[src/rtl/toa_pkg.sv]
// Shared TOA word layout between the encoder and the downstream readout.
// A word is {error, coarse[2:0], fine[6:0]}; the low 10 bits equal coarse*128 + fine.
package toa_pkg;
    localparam int TOA_CODE_W = 10;
    localparam int TOA_WORD_W = 11;
    localparam int ERR_BIT    = 10;
    localparam int COARSE_MSB = 9;
    localparam int COARSE_LSB = 7;
    localparam int FINE_MSB   = 6;
    localparam int FINE_LSB   = 0;

    typedef logic [TOA_WORD_W-1:0] toa_word_t;

    function automatic toa_word_t packToa(input logic [2:0] coarse,
                                          input logic [6:0] fine,
                                          input logic       err);
        toa_word_t w;
        w = '0;
        w[ERR_BIT]                = err;
        w[COARSE_MSB:COARSE_LSB] = coarse;
        w[FINE_MSB:FINE_LSB]     = fine;
        return w;
    endfunction
endpackage

[src/rtl/toa_sync_fifo.sv]
// Synchronous FIFO with extra-MSB pointers; the caller guarantees push only
// when there is room (or a same-cycle pop) and pop only when not empty.
module toa_sync_fifo #(
    parameter int WIDTH = 11,
    parameter int DEPTH = 8
) (
    input  logic                     clk,
    input  logic                     rst_n,
    input  logic                     push,
    input  logic [WIDTH-1:0]         wdata,
    input  logic                     pop,
    output logic [WIDTH-1:0]         rdata,
    output logic                     notEmpty,
    output logic                     full,
    output logic [$clog2(DEPTH):0]   level
);
    localparam int AW = $clog2(DEPTH);
    localparam int PW = AW + 1;

    logic [WIDTH-1:0] mem [DEPTH];
    logic [PW-1:0]    wrPtr, rdPtr;
    logic [WIDTH-1:0] headWord, lastWord;

    assign level    = wrPtr - rdPtr;
    assign notEmpty = (wrPtr != rdPtr);
    assign full     = (wrPtr[AW-1:0] == rdPtr[AW-1:0]) && (wrPtr[AW] != rdPtr[AW]);
    assign headWord = mem[rdPtr[AW-1:0]];
    // When empty the output keeps showing the most recently consumed word.
    assign rdata    = notEmpty ? headWord : lastWord;

    always_ff @(posedge clk or negedge rst_n) begin
        if (!rst_n) begin
            wrPtr    <= '0;
            rdPtr    <= '0;
            lastWord <= '0;
        end else begin
            if (push) wrPtr <= wrPtr + PW'(1);
            if (pop) begin
                rdPtr    <= rdPtr + PW'(1);
                lastWord <= headWord;
            end
        end
    end

    always_ff @(posedge clk) begin
        if (push) mem[wrPtr[AW-1:0]] <= wdata;
    end
endmodule

[src/rtl/toa_hit_buffer.sv]
// Captures encoder results on hit strobes, buffers packed TOA words in a FIFO
// and keeps saturating overflow / error statistics.
module toa_hit_buffer
    import toa_pkg::*;
#(
    parameter int DEPTH = 8,
    parameter int CNT_W = 8
) (
    input  logic                   clk,
    input  logic                   rst_n,
    input  logic                   hit_valid,
    input  logic [2:0]             coarse_phase,
    input  logic [6:0]             fine_phase,
    input  logic                   error_flag,
    input  logic                   drop_error,
    input  logic                   clr_cnt,
    output logic                   out_valid,
    input  logic                   out_ready,
    output logic [TOA_WORD_W-1:0]  out_data,
    output logic [$clog2(DEPTH):0] fifo_level,
    output logic [CNT_W-1:0]       overflow_cnt,
    output logic [CNT_W-1:0]       error_cnt
);
    toa_word_t hitWord;
    logic      wantPush, push, pop, full, overflow;

    assign hitWord  = packToa(coarse_phase, fine_phase, error_flag);
    assign wantPush = hit_valid && !(drop_error && error_flag);
    assign pop      = out_valid && out_ready;
    // A full FIFO still accepts a hit if the head leaves in the same cycle.
    assign push     = wantPush && (!full || pop);
    assign overflow = wantPush && full && !pop;

    toa_sync_fifo #(.WIDTH(TOA_WORD_W), .DEPTH(DEPTH)) uFifo (
        .clk      (clk),
        .rst_n    (rst_n),
        .push     (push),
        .wdata    (hitWord),
        .pop      (pop),
        .rdata    (out_data),
        .notEmpty (out_valid),
        .full     (full),
        .level    (fifo_level)
    );

    always_ff @(posedge clk or negedge rst_n) begin
        if (!rst_n) begin
            overflow_cnt <= '0;
            error_cnt    <= '0;
        end else if (clr_cnt) begin
            overflow_cnt <= '0;
            error_cnt    <= '0;
        end else begin
            if (overflow && overflow_cnt != '1)
                overflow_cnt <= overflow_cnt + CNT_W'(1);
            if (hit_valid && error_flag && error_cnt != '1)
                error_cnt <= error_cnt + CNT_W'(1);
        end
    end
endmodule

[config.mk]
export PLATFORM = sky130hd
export DESIGN_NAME = toa_hit_buffer
export DESIGN_NICKNAME = d
export VERILOG_FILES = /design/src/rtl/toa_pkg.sv /design/src/rtl/toa_sync_fifo.sv /design/src/rtl/toa_hit_buffer.sv
export SDC_FILE = /design/constraint.sdc
export NUM_CORES = 1
export LEC_CHECK = 0
export BUFFER_PORTS_ARGS = -buffer_cell sky130_fd_sc_hd__buf_2
export CAP_MARGIN = 20
export CORE_ASPECT_RATIO = 1.5
export CORE_UTILIZATION = 63
export CTS_CLUSTER_SIZE = 12
export DETAILED_ROUTE_END_ITERATION = 16
export PLACE_DENSITY = 0.84
export SLEW_MARGIN = 10
export SYNTH_ARGS = -nofsm -noshare
export SYNTH_HDL_FRONTEND = slang
export SYNTH_SLANG_ARGS = --single-unit
export TNS_END_PERCENT = 100
[constraint.sdc]
create_clock -name clk -period 9.6 [get_ports clk]
set_clock_uncertainty 0.15 [all_clocks]
set_input_delay 1.92 -clock clk [delete_from_list [all_inputs] [get_ports clk]]
set_output_delay 1.92 -clock clk [all_outputs]
set_load 0.02 [all_outputs]
==> summary.md <==
| Metric | Value |
|---|---|
| Most frequent cell after synthesis | edfxtp_1 |
| Slowest stage delay, CP | 0.52 ns |
| Ys async rst share | 0.285 |
| Slowest-stage cell, CP | inv_1 |
| Die height | between 100 and 150 microns |
| Setup repair after global routing missed its margin | no |
| Synth Area per Inst | 15.3 sq um |
| Synth area leaders | edfxtp_1, dfrtp_1, mux4_2 |
| Cells after Synth | 339 |
| Critical path cell sequence | inv_1 > ha_1 > nand3_4 > or2_2 > nor2_1 > a21oi_1 > buf_2 |
| Clock Sinks | 123 |
| DP HPWL | 6590 microns |
| Slew HR | 0.351 |
| Grt total ovfl | 0 |
| CP endpoint | out_data[1] |
| Commonest register cell after synthesis | edfxtp_1 |
| Post-synth EDFFs | 88 |
| Root buffer cell | clkbuf_16 |
| CP startpoint | uFifo.rdPtr[2] |
| RD Place Congestion | 0.824 |
| Area growth syn-to-layout | 18.7% |
| Final net count | 424 |
| Static Leak | around 2.4 nW |
| Initial Util | 0.649 |
| Sequential share of the synthesized area | 0.677 |
| Die Wd | 76.2 microns |
| GRT Total Usage | 0.270 |
| Skew-Pair Late Insertion Delay | 0.42 ns |
| IO Count | 49 |
| 1st-pass router iterations | 4 |
| WS Path Type | reg2out |
| Routed WL | roughly 10000 microns |
| Setup bufs post-CTS | 0 |
| Site Rows | 40 |
| Fin. max-slew vios | 0 |
| CP required | 7.53 ns |
| Peak supply drop | around 0.22 mV |
| Crit path DAT | 2.73 ns |
| #FFs+latches synth | about 120 |
| Yosys top cell by area | edfxtp_1 |
| CP startpoint kind | flip-flop |
| Reg clk slew, reported paths | 0.05 ns |
| Path depth of the worst reg2reg path | 6 |
| Wire per inst | 20.1 microns |
| # DRC | 0 |
| Worst-path maximum fanout | 24 |
| Yosys cell types | between 40 and 50 |
| Fraction of layout cells with a size suffix above 1 | 0.284 |
| HP Class | reg2reg |
| First-pass GRT wire length | 16600 microns |
| Port-buffer cells | 48 |
| Total CTS buffers | 17 |
| Commonest cells post-synth | edfxtp_1, dfrtp_1, nor2_1 |
| Max-Cap Viols | 0 |
| Pwr dens | 332 mW/mm^2 |
| Status | complete, no violations |
| Die ar. | 0.00863 sq mm |
| Core Region | 0.00801 sq mm |
| Pre-CTS setup slack | 5.28 ns |
| Post-Syn Area | a little over 0.005 sq mm |
| ANT nets after route | 0 |
| Largest net degree at the start of global routing | 36 |
| Via count | 3211 |
| Worst R2R Setup Slack | between 6 and 7 ns |
| Worst Tran Pin Value | 0.966 ns |
| Post_cts resized | 0 |
| Top-area cell type share of the netlist area | 0.508 |
| F_max | around 210 MHz |
| R2r endpoint | overflow_cnt[3] |
| Hold Violations, Final | 0 |
| H-tree levels | 4 |
| Via/cell ratio | around 6.2 |
| Filler cells | 460 |
| PnR worst setup slack | 4.80 ns |
| Post-Syn Nets | about 360 |
| Max clock buf depth | 2 |
| Final setup fails | 0 |
| Post-CTS Hold Buffers | 0 |
| Vias in the first global route | 3234 |
| Antenna violations before repair | 0 |
| Post-layout min period | 4.80 ns |
| Antenna cells | 0 |
| Worst setup EP type | output port |
| Final period util | 0.500 |
| CTS tree | built |
| Reg2Reg Launch Point | uFifo.rdPtr[2] |
| Final setup TNS | 0 ns |
| DR iter-0 viols | 223 |
| Yosys warnings | 0 |
[per-stage QoR]
step | utilization | hold WS [ns] | total power, mW | cells | instance area (sq um)
floorplan | - | 0.301 | 1.22 | 339 | 5200
finish | 0.771 | 0.345 | 2.05 | 517 | 6170
CTS | 0.771 | 0.345 | 2.06 | 517 | 6170
global placement | 0.696 | 0.316 | 1.41 | 484 | 5580
global route | 0.771 | 0.363 | 2.15 | 517 | 6170
detailed placement | 0.697 | 0.330 | 1.43 | 485 | 5580
[power breakdown]
group | switching, mW | internal [mW] | leakage (nW) | total (mW)
Combinational | 0.434 | 0.283 | 0.831 | 0.717
Sequential | 0.0528 | 0.659 | 1.25 | 0.712
Clock | 0.218 | 0.400 | 0.289 | 0.619
[worst min-delay path by stage]
stage          depth (start not counted)         startpoint           endpoint
6_report                               2  uFifo.lastWord[2]  uFifo.lastWord[2]
5_1_grt                                2  uFifo.lastWord[2]  uFifo.lastWord[2]
4_1_cts                                2  uFifo.lastWord[2]  uFifo.lastWord[2]
3_5_place_dp                           2  uFifo.lastWord[2]  uFifo.lastWord[2]
3_3_place_gp                           2  uFifo.lastWord[1]  uFifo.lastWord[1]
2_1_floorplan                          2  uFifo.lastWord[1]  uFifo.lastWord[1]
[cell type report]
type,instances,area [sq um],share of cell area
Inverter,8,30.0,0.00487
Sequential cell,123,3520,0.570
Clock buffer,21,470,0.0762
Tap cell,105,131,0.0213
Multi-Input combinational cell,192,1600,0.259
Timing Repair Buffer,57,308,0.0499
Clock inverter,11,118,0.0191
[routing by layer]
layer | track usage | part of all wire
met2 | 0.476 | 0.55
met1 | 0.302 | 0.37
met3 | 0.0694 | 0.052
met4 | 0.142 | 0.026
met5 | 0 | 0
[state kept, by name, summed over array words and instances (netlist names)]
register,flops
error_cnt,8
uFifo.lastWord,11
uFifo.rdPtr,4
uFifo.wrPtr,4
overflow_cnt,8
uFifo.mem,88
[worst max-delay path: cells and delay by family (launching register included)]
| family | cells | cell delay [ns] |
|---|---|---|
| AOI/OAI and AO/OA | 1 | 0.17 |
| and+or+nand+nor | 3 | 0.61 |
| DFF | 1 | 0.40 |
| adders and majority gates | 1 | 0.41 |
| buffers and inverters | 2 | 0.71 |
[logic make-up (layout without fill, tap and decap cells)]
family          count (synthesis)  count (layout)  synth area share
buf+inv                        24              97            0.0192
flops                         123             123             0.677
simple gates                   84              84            0.0813
mux                            38              38             0.127
compound gates                 49              49            0.0534
fa+ha+maj                       8               8            0.0207
xor+xnor                       13              13            0.0219
[cells in the final DEF (no fill, tap or decap), types with 2 or more instances in the layout]
| cell | netlist | final |
|---|---|---|
| a21oi_1 | 19 | 19 |
| and3_1 | 2 | 2 |
| buf_2 | 2 | 48 |
| buf_4 | 0 | 9 |
| bufinv_16 | 0 | 2 |
| clkbuf_16 | 0 | 17 |
| clkbuf_8 | 0 | 3 |
| clkinv_2 | 0 | 5 |
| clkinvlp_4 | 0 | 2 |
| dfrtp_1 | 35 | 35 |
| edfxtp_1 | 88 | 88 |
| ha_1 | 7 | 7 |
| inv_1 | 8 | 8 |
| mux2_1 | 2 | 2 |
| mux2i_1 | 13 | 13 |
| mux4_2 | 22 | 22 |
| nand2_1 | 20 | 20 |
| nand2b_1 | 2 | 2 |
| nand3_1 | 7 | 7 |
| nand4_1 | 5 | 5 |
| nor2_1 | 25 | 25 |
| nor2b_1 | 2 | 2 |
| nor3_1 | 7 | 7 |
| o211ai_1 | 2 | 2 |
| o21ai_0 | 8 | 8 |
| o21ai_1 | 11 | 11 |
| o31ai_1 | 4 | 4 |
| or2_2 | 2 | 2 |
| or3_1 | 3 | 3 |
| or4_1 | 4 | 4 |
| xnor2_1 | 9 | 9 |
| xor2_1 | 4 | 4 |
Power figures use the tool's default switching activity.
